File: config.mk
export PLATFORM = sky130hd
export DESIGN_NAME = affine_io_ctrl_flat
export DESIGN_NICKNAME = d
export VERILOG_FILES = /design/src/rtl/affine_io_ctrl_if.sv /design/src/rtl/affine_io_ctrl.sv /design/src/flat_wrapper.sv
export SDC_FILE = /design/constraint.sdc
export NUM_CORES = 1
export LEC_CHECK = 0
export ABC_AREA = 1
export BUFFER_PORTS_ARGS = -buffer_cell sky130_fd_sc_hd__buf_4
export CORE_ASPECT_RATIO = 1.2
export CORE_MARGIN = 10
export CORE_UTILIZATION = 38
export CTS_BUF_LIST = sky130_fd_sc_hd__clkbuf_16
export DETAILED_ROUTE_END_ITERATION = 10
export GPL_ROUTABILITY_DRIVEN = 0
export PLACE_DENSITY = 0.53
export SLEW_MARGIN = 20
export SYNTH_ARGS = -nofsm -noshare
export SYNTH_HDL_FRONTEND = slang
export SYNTH_SLANG_ARGS = --single-unit
File: constraint.sdc
create_clock -name Clock -period 4.09 [get_ports Clock]
set_input_delay 0.2045 -clock Clock [delete_from_list [all_inputs] [get_ports Clock]]
set_output_delay 0.2045 -clock Clock [all_outputs]
set_load 0.02 [all_outputs]
File: src/rtl/affine_io_ctrl_if.sv
// +----------------------------------------------------------------------------+
// | affine_io_ctrl_if : board switch/LED bundle for the affine-transform front |
// | end.                                              Rev 1.0                  |
// +----------------------------------------------------------------------------+
`default_nettype none

interface affine_io_ctrl_if;
  logic [9:0] SW;
  logic [7:0] LED;
  logic       Valid;
  logic       Busy;

  modport master (output SW, input LED, Valid, Busy);
  modport slave  (input SW, output LED, Valid, Busy);
endinterface

`default_nettype wire

File: src/rtl/affine_io_ctrl.sv
// +----------------------------------------------------------------------------+
// | affine_io_ctrl : switch/LED operator front end; captures x1,y1 and shows   |
// | the shift-add affine transform x2,y2 on LED.      Rev 1.0                  |
// +----------------------------------------------------------------------------+
`default_nettype none

module affine_io_ctrl #(
  parameter int DEBOUNCE_CYCLES = 4
) (
  input  wire logic     Clock,
  input  wire logic     Reset,
  affine_io_ctrl_if.slave io
);

  localparam int CW = $clog2(DEBOUNCE_CYCLES + 1);
  localparam logic [CW-1:0] C_DB_LAST = CW'(DEBOUNCE_CYCLES - 1);

  typedef enum logic [2:0] {
    IDLE   = 3'd0,
    WAIT_X = 3'd1,
    WAIT_Y = 3'd2,
    CALC_X = 3'd3,
    CALC_Y = 3'd4,
    SHOW_X = 3'd5,
    SHOW_Y = 3'd6
  } state_t;

  state_t          state_q, state_d;
  logic [9:0]      sync1_q, sync2_q;
  logic [1:0]      lvl_q, lvl_d;            // [0] strobe SW[8], [1] enable SW[9]
  logic [1:0][CW-1:0] cnt_q, cnt_d;
  logic            stb_rise_q, stb_rise_d;
  logic            stb_fall_q, stb_fall_d;
  logic [7:0]      x1_q, x1_d, y1_q, y1_d, x2_q, x2_d, y2_q, y2_d;
  logic [7:0]      led_q, led_d;
  logic            valid_q, valid_d, busy_q, busy_d;
  logic signed [9:0] sx, sy, nx, x2_full, y2_full;

  // Each debouncer counts consecutive samples that disagree with the accepted
  // level; any sample that agrees again restarts the count.
  always_comb begin
    lvl_d = lvl_q;
    cnt_d = cnt_q;
    for (int i = 0; i < 2; i++) begin
      if (sync2_q[8+i] == lvl_q[i]) begin
        cnt_d[i] = '0;
      end else if (cnt_q[i] == C_DB_LAST) begin
        lvl_d[i] = sync2_q[8+i];
        cnt_d[i] = '0;
      end else begin
        cnt_d[i] = cnt_q[i] + 1'b1;
      end
    end
    stb_rise_d = lvl_d[0] & ~lvl_q[0];
    stb_fall_d = ~lvl_d[0] & lvl_q[0];
  end

  always_comb begin
    sx      = {{2{x1_q[7]}}, x1_q};
    sy      = {{2{y1_q[7]}}, y1_q};
    nx      = -sx;
    x2_full = (sx >>> 1) + (sx >>> 2) + (sy >>> 1) + 10'sd20;
    y2_full = (sy >>> 1) + (sy >>> 2) + (nx >>> 1) - 10'sd20;
  end

  always_comb begin
    state_d = state_q;
    x1_d    = x1_q;
    y1_d    = y1_q;
    x2_d    = x2_q;
    y2_d    = y2_q;
    case (state_q)
      IDLE:   if (lvl_q[1]) state_d = WAIT_X;
      WAIT_X: if (stb_rise_q) begin
                x1_d    = sync2_q[7:0];
                state_d = WAIT_Y;
              end
      WAIT_Y: if (stb_rise_q) begin
                y1_d    = sync2_q[7:0];
                state_d = CALC_X;
              end
      CALC_X: begin
                x2_d    = x2_full[7:0];
                state_d = CALC_Y;
              end
      CALC_Y: begin
                y2_d    = y2_full[7:0];
                state_d = SHOW_X;
              end
      SHOW_X: if (stb_rise_q) state_d = SHOW_Y;
      SHOW_Y: if (stb_fall_q) state_d = WAIT_X;
      default: state_d = IDLE;
    endcase
    // Dropping the enable wins over any strobe event and any captured operand.
    if (!lvl_q[1]) begin
      state_d = IDLE;
      x1_d    = x1_q;
      y1_d    = y1_q;
    end

    led_d   = 8'h00;
    valid_d = 1'b0;
    busy_d  = 1'b0;
    case (state_d)
      WAIT_X, WAIT_Y: led_d = sync2_q[7:0];
      CALC_X, CALC_Y: busy_d = 1'b1;
      SHOW_X: begin led_d = x2_d; valid_d = 1'b1; end
      SHOW_Y: begin led_d = y2_d; valid_d = 1'b1; end
      default: led_d = 8'h00;
    endcase
  end

  always_ff @(posedge Clock) begin
    if (Reset) begin
      state_q    <= IDLE;
      sync1_q    <= '0;
      sync2_q    <= '0;
      lvl_q      <= '0;
      cnt_q      <= '0;
      stb_rise_q <= 1'b0;
      stb_fall_q <= 1'b0;
      x1_q       <= '0;
      y1_q       <= '0;
      x2_q       <= '0;
      y2_q       <= '0;
      led_q      <= '0;
      valid_q    <= 1'b0;
      busy_q     <= 1'b0;
    end else begin
      state_q    <= state_d;
      sync1_q    <= io.SW;
      sync2_q    <= sync1_q;
      lvl_q      <= lvl_d;
      cnt_q      <= cnt_d;
      stb_rise_q <= stb_rise_d;
      stb_fall_q <= stb_fall_d;
      x1_q       <= x1_d;
      y1_q       <= y1_d;
      x2_q       <= x2_d;
      y2_q       <= y2_d;
      led_q      <= led_d;
      valid_q    <= valid_d;
      busy_q     <= busy_d;
    end
  end

  assign io.LED   = led_q;
  assign io.Valid = valid_q;
  assign io.Busy  = busy_q;

endmodule

`default_nettype wire

File: src/flat_wrapper.sv
// flat-port wrapper written by rule: the top's interface ports become plain ports
module affine_io_ctrl_flat 
#(
  parameter int DEBOUNCE_CYCLES = 4
)
  (Clock, Reset, io_SW, io_LED, io_Valid, io_Busy);
  affine_io_ctrl_if io_i ();
  input  wire logic Clock;
  input  wire logic Reset;
  input wire logic [$bits(io_i.SW)-1:0] io_SW;
  output wire logic [$bits(io_i.LED)-1:0] io_LED;
  output wire logic [$bits(io_i.Valid)-1:0] io_Valid;
  output wire logic [$bits(io_i.Busy)-1:0] io_Busy;
  assign io_i.SW = io_SW;
  assign io_LED = io_i.LED;
  assign io_Valid = io_i.Valid;
  assign io_Busy = io_i.Busy;
  affine_io_ctrl #(.DEBOUNCE_CYCLES(DEBOUNCE_CYCLES)) u_core (.Clock(Clock), .Reset(Reset), .io(io_i));
endmodule
==> results.txt, run 1 <==
----------------------------------------------------
[Run status]
  Status ... finished, final reports clean

[Setup path]
  Most Frequent Cell on Critical Path ... inv_1
  CP bufs+invs ... 4
  Type of element launching the critical path ... flip-flop
  Slowest stage cell on the critical path ... fa_1
  Timing startpoint of the critical path ... u_core.x1_q[1]
  Startpoint of the most critical register-to-register path ... u_core.x1_q[1]
  Required time of the worst setup path ... approximately 4.3 ns
  Setup slack of the most critical reg-to-reg path ... 0.87 ns
  Highest cell delay on the worst timing path ... 0.43 ns
  Crit path capture type ... flip-flop
  Logic depth of the worst setup path including buffers ... 16
  CP cell instances ... inv_1 -> ha_1 -> xor2_1 -> fa_1 -> fa_1 -> inv_1 -> ha_1 -> inv_1 -> fa_1 -> o21ai_0 -> xnor2_1 -> nand2_1 -> o21ai_0 -> nor2_1 -> o21ai_1 -> inv_1
  Setup crit end ... u_core.io.LED[6]
  Worst Reg2Reg Path Length in Cells ... 16
  Biggest fanout along the worst timing path ... 3
  Endpoint of the worst-slack reg-to-reg timing path ... u_core.io.LED[6]
  CP Class ... reg -> reg
  CP arrival ... about 3.4 ns
  Gate family responsible for the most delay along the worst path ... adder cells

[Die]
  Starting Density ... ~39%
  Die area ... between 0.01 and 0.015 sq mm
  Io pins ... 22
  Width of the chip ... approximately 110 um
  Standard cell core area ... 0.00956 sq mm
  Site row count ... 39
  Height of the chip ... 129 um

[Routing]
  Via density ... 4.54
  Met3 Routed Length ... 203 um
  Number of routed nets with antenna violations ... 0
  Remaining design rule violation count ... 0
  Via count ... 2,841
  Met2 wire length ... 3.74 mm
  Post-detailed-route wirelength per cell ... roughly 12 um
  Top layer in use ... met4
  Drt first pass iters ... 4
  Drt total wl ... a little under 8 mm
  Met1 layer wirelength in the final routing ... 3.72 mm
  DRC violation total after the first TritonRoute iteration ... 151

[Clock network]
  Number of post-CTS setup repair buffers ... 0
  CTS Buf Count ... 9
  Count of cells resized by post-cts repair ... 0
  Source-to-sink clock delay at the later pin of the worst-skew pair ... 0.33 ns
  H-tree depth ... 3
  Clock-pin transition on the worst setup and hold timing paths ... 0.06 ns
  Number of buffers inserted for hold repair after clock tree synthesis ... 0
  Clock tree from TritonCTS ... done
  Clk Tree Root Cell ... clkbuf_16
  Buffer levels on the longest clock path ... 2
  Sink count of the clock tree ... 74

[Power and ir drop]
  Maximum vdd drop ... around 0.32 mV
  Pwr per Cell Area ... ~380 mW/mm^2
  Leakage power summed over all cells ... 2.09 nW

[Synthesis]
  Most used standard cells in the synthesized netlist ... inv_1, dfxtp_1, nand2_1, nor2_1, a21oi_1
  Fraction of synthesis flops using an asynchronous set or reset pin ... 0%
  Post-synth EDFFs ... 0
  Mapped Nets ... roughly 530
  Share of the yosys chip area belonging to registers ... 39.5%
  Top cells by area, synth ... dfxtp_1, ha_1, inv_1
  Warnings, synthesis ... 0
  Share of the synthesized area in the top cell type ... between 30% and 40%
  Dominant cell type by area after synthesis ... dfxtp_1
  Cells after synthesis ... between 400 and 500
  Library cell with the highest instance count after synthesis ... inv_1
  Register bit count reported by yosys ... 74
  Distinct cell type count of the synthesized netlist ... 36
  Synth Flop Type ... dfxtp_1
  Synthesized area ... roughly 0.0038 sq mm
  Mapped Avg Cell Area ... 7.89 sq um

[Place]
  Buffers added on ports ... 21
  Placed wire-length estimate ... 5.97 mm

[Worst hold path]
  Hold WC Path Type ... in -> reg

[STA]
  Final cycle utilization of the critical path ... 78.7%
  Transition time of the tightest slew-check pin ... about 0.61 ns
  Setup_tns ... 0 ns
  Final critical delay including setup and external delays ... roughly 3.2 ns
  Maximum operating frequency ... 310 MHz
  Hold Violations, Final ... 0
  RSZ-0062 raised after global routing ... false
  Worst Clk Skew ... 0.00737 ns
  Final setup viols ... 0
  Slew Viols, Final ... 0
  Relative max-transition margin ... 59.3%

[Final layout]
  Proportion of layout cells with a drive suffix above 1 ... 12.5%
  Final Core Density ... 45.6%
  Count of nets after finishing ... approximately 550
  Synthesis-to-layout area growth ... 16.1%
  Ant. Diodes ... 0
  # fillers ... 1,008

[GRT]
  Vias in the first global route ... 2,748
  Total global-route track usage ... 11.5%
  Antenna violations before repair ... 0
  Final global-route overflow total ... 0
  Wire length of the first global-routing pass ... roughly 13 mm
  Pin count of the biggest net entering global routing ... 52

[Flow run]
  MaxCap Viol Count ... 0

----------------------------------------------------
## worst min path at each step
stage	from	to	slack, ns	depth (start not counted)
detailed placement	u_core.sync1_q[7]	u_core.sync2_q[7]	0.39	2
floorplan	io_SW[0]	u_core.sync1_q[0]	0.31	2
global placement	u_core.sync1_q[7]	u_core.sync2_q[7]	0.39	2
global route	io_SW[1]	u_core.sync1_q[1]	0.08	3
CTS	io_SW[4]	u_core.sync1_q[4]	0.07	3
finish	io_SW[2]	u_core.sync1_q[2]	0.07	3
## worst min-delay path, delay by kind of cell
kind | cells | cell delay (ns)
and+or+nand+nor | 1 | 0.06
buffers and inverters | 2 | 0.10
## cell families after synthesis
kind of cell | after synthesis | synth area share (%)
compound gates | 74 | 11.2
xor+xnor | 11 | 2.57
fa+ha+maj | 41 | 16.5
buf+inv | 110 | 11.3
flops | 74 | 39.5
mux | 1 | 0.267
simple gates | 165 | 18.8
## through the flow
step | hold slack [ns] | area [sq um] | worst slack (ns) | cells | total power, mW
after floorplan | 0.311 | 3750 | 1.10 | 476 | 0.770
after detailed placement | 0.393 | 4030 | 0.898 | 611 | 0.784
after CTS | 0.0672 | 4360 | 0.878 | 626 | 1.67
after global routing | 0.0803 | 4360 | 0.631 | 626 | 1.70
after global placement | 0.390 | 4030 | 0.984 | 611 | 0.783
final | 0.0712 | 4360 | 0.869 | 626 | 1.65
## registers in the layout, summed over array words and instances (netlist names)
name               flops
u_core.cnt_q           6
u_core.io.Busy         1
u_core.io.LED          8
u_core.io.Valid        1
u_core.lvl_q           2
u_core.state_q         3
u_core.stb_fall_q      1
u_core.stb_rise_q      1
u_core.sync1_q        10
u_core.sync2_q        10
u_core.x1_q            8
u_core.x2_q            8
u_core.y1_q            7
u_core.y2_q            8
## per-layer routing
layer	up-vias	GRT usage [%]
met3	11	1.95
met2	34	19.3
li1	1516	-
met1	1280	13.7
met4	0	6.21
met5	-	0
## report_power, final
part	leakage [nW]	switching (mW)	internal, mW
Combinational	1.32	0.0184	0.0124
Sequential	0.600	0.00543	0.731
Clock	0.167	0.289	0.590
## layout by cell type (no fill, tap or decap), types with 3 or more instances in the layout
master / n
inv_1: 89
dfxtp_1: 74
nand2_1: 66
nor2_1: 64
a21oi_1: 31
ha_1: 27
buf_4: 22
o21ai_0: 21
nand3_1: 16
fa_1: 14
xor2_1: 9
inv_2: 9
clkbuf_16: 9
o22ai_1: 6
nand2_2: 5
o21ai_1: 5
nor2_2: 4
clkinv_1: 3
o21ai_2: 3
o211ai_1: 3
bufinv_16: 3
## final cells by class
class	count	area, sq um	area share (%)
multi-input cells	292	1850	42.4
flip-flops and latches	74	1480	34.0
inverters	100	375	8.61
clock buffers	9	225	5.17
repair buffers	22	165	3.79
well taps	123	154	3.53
clock inverters	6	108	2.47
Power figures use the tool's default switching activity.
==> run 2: changes to the inputs <==
--- a/config.mk
+++ b/config.mk
@@ -13,7 +13,7 @@
 export CTS_BUF_LIST = sky130_fd_sc_hd__clkbuf_16
 export DETAILED_ROUTE_END_ITERATION = 10
 export GPL_ROUTABILITY_DRIVEN = 0
-export PLACE_DENSITY = 0.53
+export PLACE_DENSITY = 0.55
 export SLEW_MARGIN = 20
 export SYNTH_ARGS = -nofsm -noshare
 export SYNTH_HDL_FRONTEND = slang
==> constraint.sdc (replaced) <==
create_clock -name Clock -period 2.75 [get_ports Clock]
set_input_delay 0.1375 -clock Clock [delete_from_list [all_inputs] [get_ports Clock]]
set_output_delay 0.1375 -clock Clock [all_outputs]
set_load 0.02 [all_outputs]
==> results.txt, run 2 (synthesized netlist as in run 1, its figures left out) <==
----------------------------------------------------
[Place]
  Total placed cells including tap cells ... 636 (+4.1%)
  Pre-CTS WS ... -0.323 ns (-1.22 ns)
  Placed wire-length estimate ... 6.32 mm (+5.9%)
  Buffers added on ports ... 21 (unchanged)
  Placed cell area ... 0.00422 sq mm (+4.9%)

[Clock network]
  H-tree depth ... 3 (unchanged)
  Clk Tree Root Cell ... clkbuf_16
  Buffer levels on the longest clock path ... 2 (unchanged)
  CTS Buf Count ... 9 (unchanged)
  Clock tree from TritonCTS ... done
  Clock-pin transition on the worst setup and hold timing paths ... 0.06 ns (about the same)
  Source-to-sink clock delay at the later pin of the worst-skew pair ... 0.33 ns (about the same)
  Sink count of the clock tree ... 74 (unchanged)

[Die]
  Width of the chip ... 111 um (unchanged)
  Height of the chip ... 129 um (unchanged)
  Io pins ... 22 (unchanged)
  Site row count ... 39 (unchanged)
  Die area ... 0.0143 sq mm (unchanged)
  Starting Density ... 39.2% (unchanged)
  Standard cell core area ... 0.00956 sq mm (unchanged)

[STA]
  Hold Violations, Final ... 0 (unchanged)
  Transition time of the tightest slew-check pin ... 0.587 ns (-0.0226 ns)
  RSZ-0062 raised after global routing ... true
  Final cycle utilization of the critical path ... 108% (+30 points)
  Relative max-transition margin ... 60.8% (+1.5 points)
  Final setup viols ... 9 (+9)
  Worst Clk Skew ... 0.00301 ns (-0.00436 ns)
  Worst Setup Slack, final ... -0.233 ns (-1.10 ns)
  Maximum operating frequency ... 335 MHz (+8.0%)
  Final critical delay including setup and external delays ... 2.98 ns (-0.237 ns)
  Slew Viols, Final ... 0 (unchanged)

[Power and ir drop]
  Leakage power summed over all cells ... 2.28 nW (+9.4%)
  Clk pwr share ... 51.9% (-1.5 points)
  Psw ... 0.482 mW (+54%)
  Maximum vdd drop ... 0.466 mV (+44%)
  Power after layout ... 2.39 mW (+45%)
  Switching share of total power ... 20.2% (+1.2 points)
  Power share of the combinational group ... 2.2% (+0.3 points)
  Sequential power share ... 45.8% (+1.1 points)
  Internal power ... 1.90 mW (+43%)
  Pwr per Cell Area ... 497 mW/mm^2 (+32%)

[Final layout]
  Count of placed standard cells in the final layout, fillers left out ... 666 (+6.4%)
  Most frequent cells in the layout ... inv_1, dfxtp_1, nand2_1, nor2_1, buf_4
  Most common library cell in the layout ignoring fill and taps ... inv_1
  Ant. Diodes ... 0 (unchanged)
  Count of nets after finishing ... 591 (+7.1%)
  Proportion of layout cells with a drive suffix above 1 ... 22.7% (+10 points)
  Biggest regs ... u_core.sync1_q: 10 flops, u_core.sync2_q: 10 flops
  Cell area after layout ... 0.00480 sq mm (+10%)
  # fillers ... 961 (-4.7%)
  Synthesis-to-layout area growth ... 27.8%

[Routing]
  Drt total wl ... 8.34 mm (+6.8%)
  Post-detailed-route wirelength per cell ... 12.5 um (+0.36%)
  Via density ... 4.55 (+0.25%)
  Number of routed nets with antenna violations ... 0 (unchanged)
  Via count ... 3,030 (+6.7%)
  DRC violation total after the first TritonRoute iteration ... 124 (-18%)
  Drt first pass iters ... 4 (unchanged)
  Remaining design rule violation count ... 0 (unchanged)

[Setup path]
  Crit path capture type ... flip-flop
  Gate family responsible for the most delay along the worst path ... adder cells
  Biggest fanout along the worst timing path ... 3 (unchanged)
  Required time of the worst setup path ... 3.02 ns (-1.29 ns)
  Highest cell delay on the worst timing path ... 0.49 ns (+0.06 ns)
  Slowest stage cell on the critical path ... fa_1
  CP arrival ... 3.25 ns (-0.19 ns)
  CP Class ... reg -> reg
  CP bufs+invs ... 4 (unchanged)
  Type of element launching the critical path ... flip-flop
  CP cell instances ... inv_4 -> ha_4 -> nand2_2 -> xor2_1 -> ha_1 -> fa_1 -> buf_4 -> fa_2 -> buf_6 -> xor2_2 -> o21ai_1 -> inv_1 -> o22ai_1 -> a21oi_1 -> nor2_1

[Run status]
  Violated checks ... setup timing
  Status ... finished, violations left

[GRT]
  Final global-route overflow total ... 0 (unchanged)
  Pin count of the biggest net entering global routing ... 52 (unchanged)
  Antenna violations before repair ... 0 (unchanged)
  Total global-route track usage ... 11.9% (+0.38 points)
  Vias in the first global route ... 2,940 (+7.0%)
  Wire length of the first global-routing pass ... 13.7 mm (+3.8%)

[Worst hold path]
  Hold WC Path Type ... in -> reg

[Flow run]
  MaxCap Viol Count ... 0 (unchanged)

----------------------------------------------------
## run 2: cell types whose count changed in the layout (fill, tap and decap cells not counted), moves of 5 or more
cell / before / now
dlygate4sd3_1: 0 / 7
ha_1: 27 / 22
buf_4: 22 / 51
o21ai_0: 21 / 16
## run 2: timing repair
| action | in CTS | in global routing |
|---|---|---|
| pin swaps | 6 | 11 |
| endpoints found under the setup margin | 11 | 11 |
| setup buffers | 2 | 5 |
| endpoints found under the hold margin | 7 | 0 |
| hold buffers | 7 | 0 |
| resized for setup | 15 | 21 |
| gates cloned | 0 | 0 |
## run 2: worst paths after layout
path	from	endpoint	slack (ns)	cells past startpoint
worst min-delay path	io_SW[8]	u_core.sync1_q[8]	0.008	3
worst max register to register	u_core.x1_q[1]	u_core.io.LED[4]	-0.23	15
worst min register to register	u_core.sync1_q[3]	u_core.sync2_q[3]	0.40	2
worst max-delay path	u_core.x1_q[1]	u_core.io.LED[4]	-0.23	15
## run 2: power groups by stage
stage / registers [mW] / logic (mW) / clock network, mW
after floorplan: 1.12 / 0.0294 / 0
after global placement: 1.12 / 0.0464 / 0
after detailed placement: 1.12 / 0.0466 / 0
after CTS: 1.09 / 0.0546 / 1.27
after global routing: 1.09 / 0.0619 / 1.32
final: 1.09 / 0.0536 / 1.24
## run 2: final cells by class
type                            count  area (sq um)  area share, %
Timing Repair Buffer               61           487           10.1
Tap cell                          123           154           3.21
Multi-Input combinational cell    292          1970           41.1
Clock buffer                        9           225           4.69
Inverter                          100           378           7.88
Sequential cell                    74          1490           31.1
Clock inverter                      7          92.6           1.93
## run 2: metal layers
| metal | wire length [um] | vias up | GRT usage, % |
|---|---|---|---|
| met5 | 0 | - | 0 |
| met2 | 4110 | 49 | 20.9 |
| li1 | - | 1603 | - |
| met3 | 318 | 13 | 2.93 |
| met4 | 167 | 0 | 5.60 |
| met1 | 3740 | 1365 | 13.2 |
## run 2: metrics by stage
stage	setup TNS [ns]	hold WS (ns)	utilization, %
2_1_floorplan	-0.0278	0.244	-
3_3_place_gp	-1.46	0.336	44.2
3_5_place_dp	-1.73	0.345	44.2
4_1_cts	-1.10	0.00154	48.9
5_1_grt	-2.66	0.00860	50.2
6_report	-1.13	0.00821	50.2
## run 2: worst register-to-register path: stages (launching register included)
cell and delay [ns]:
dfxtp_4 0.36, inv_4 0.06, ha_4 0.13, nand2_2 0.07
xor2_1 0.15, ha_1 0.31, fa_1 0.49, buf_4 0.16
fa_2 0.42, buf_6 0.14, xor2_2 0.14, o21ai_1 0.13
inv_1 0.07, o22ai_1 0.15, a21oi_1 0.05, nor2_1 0.09
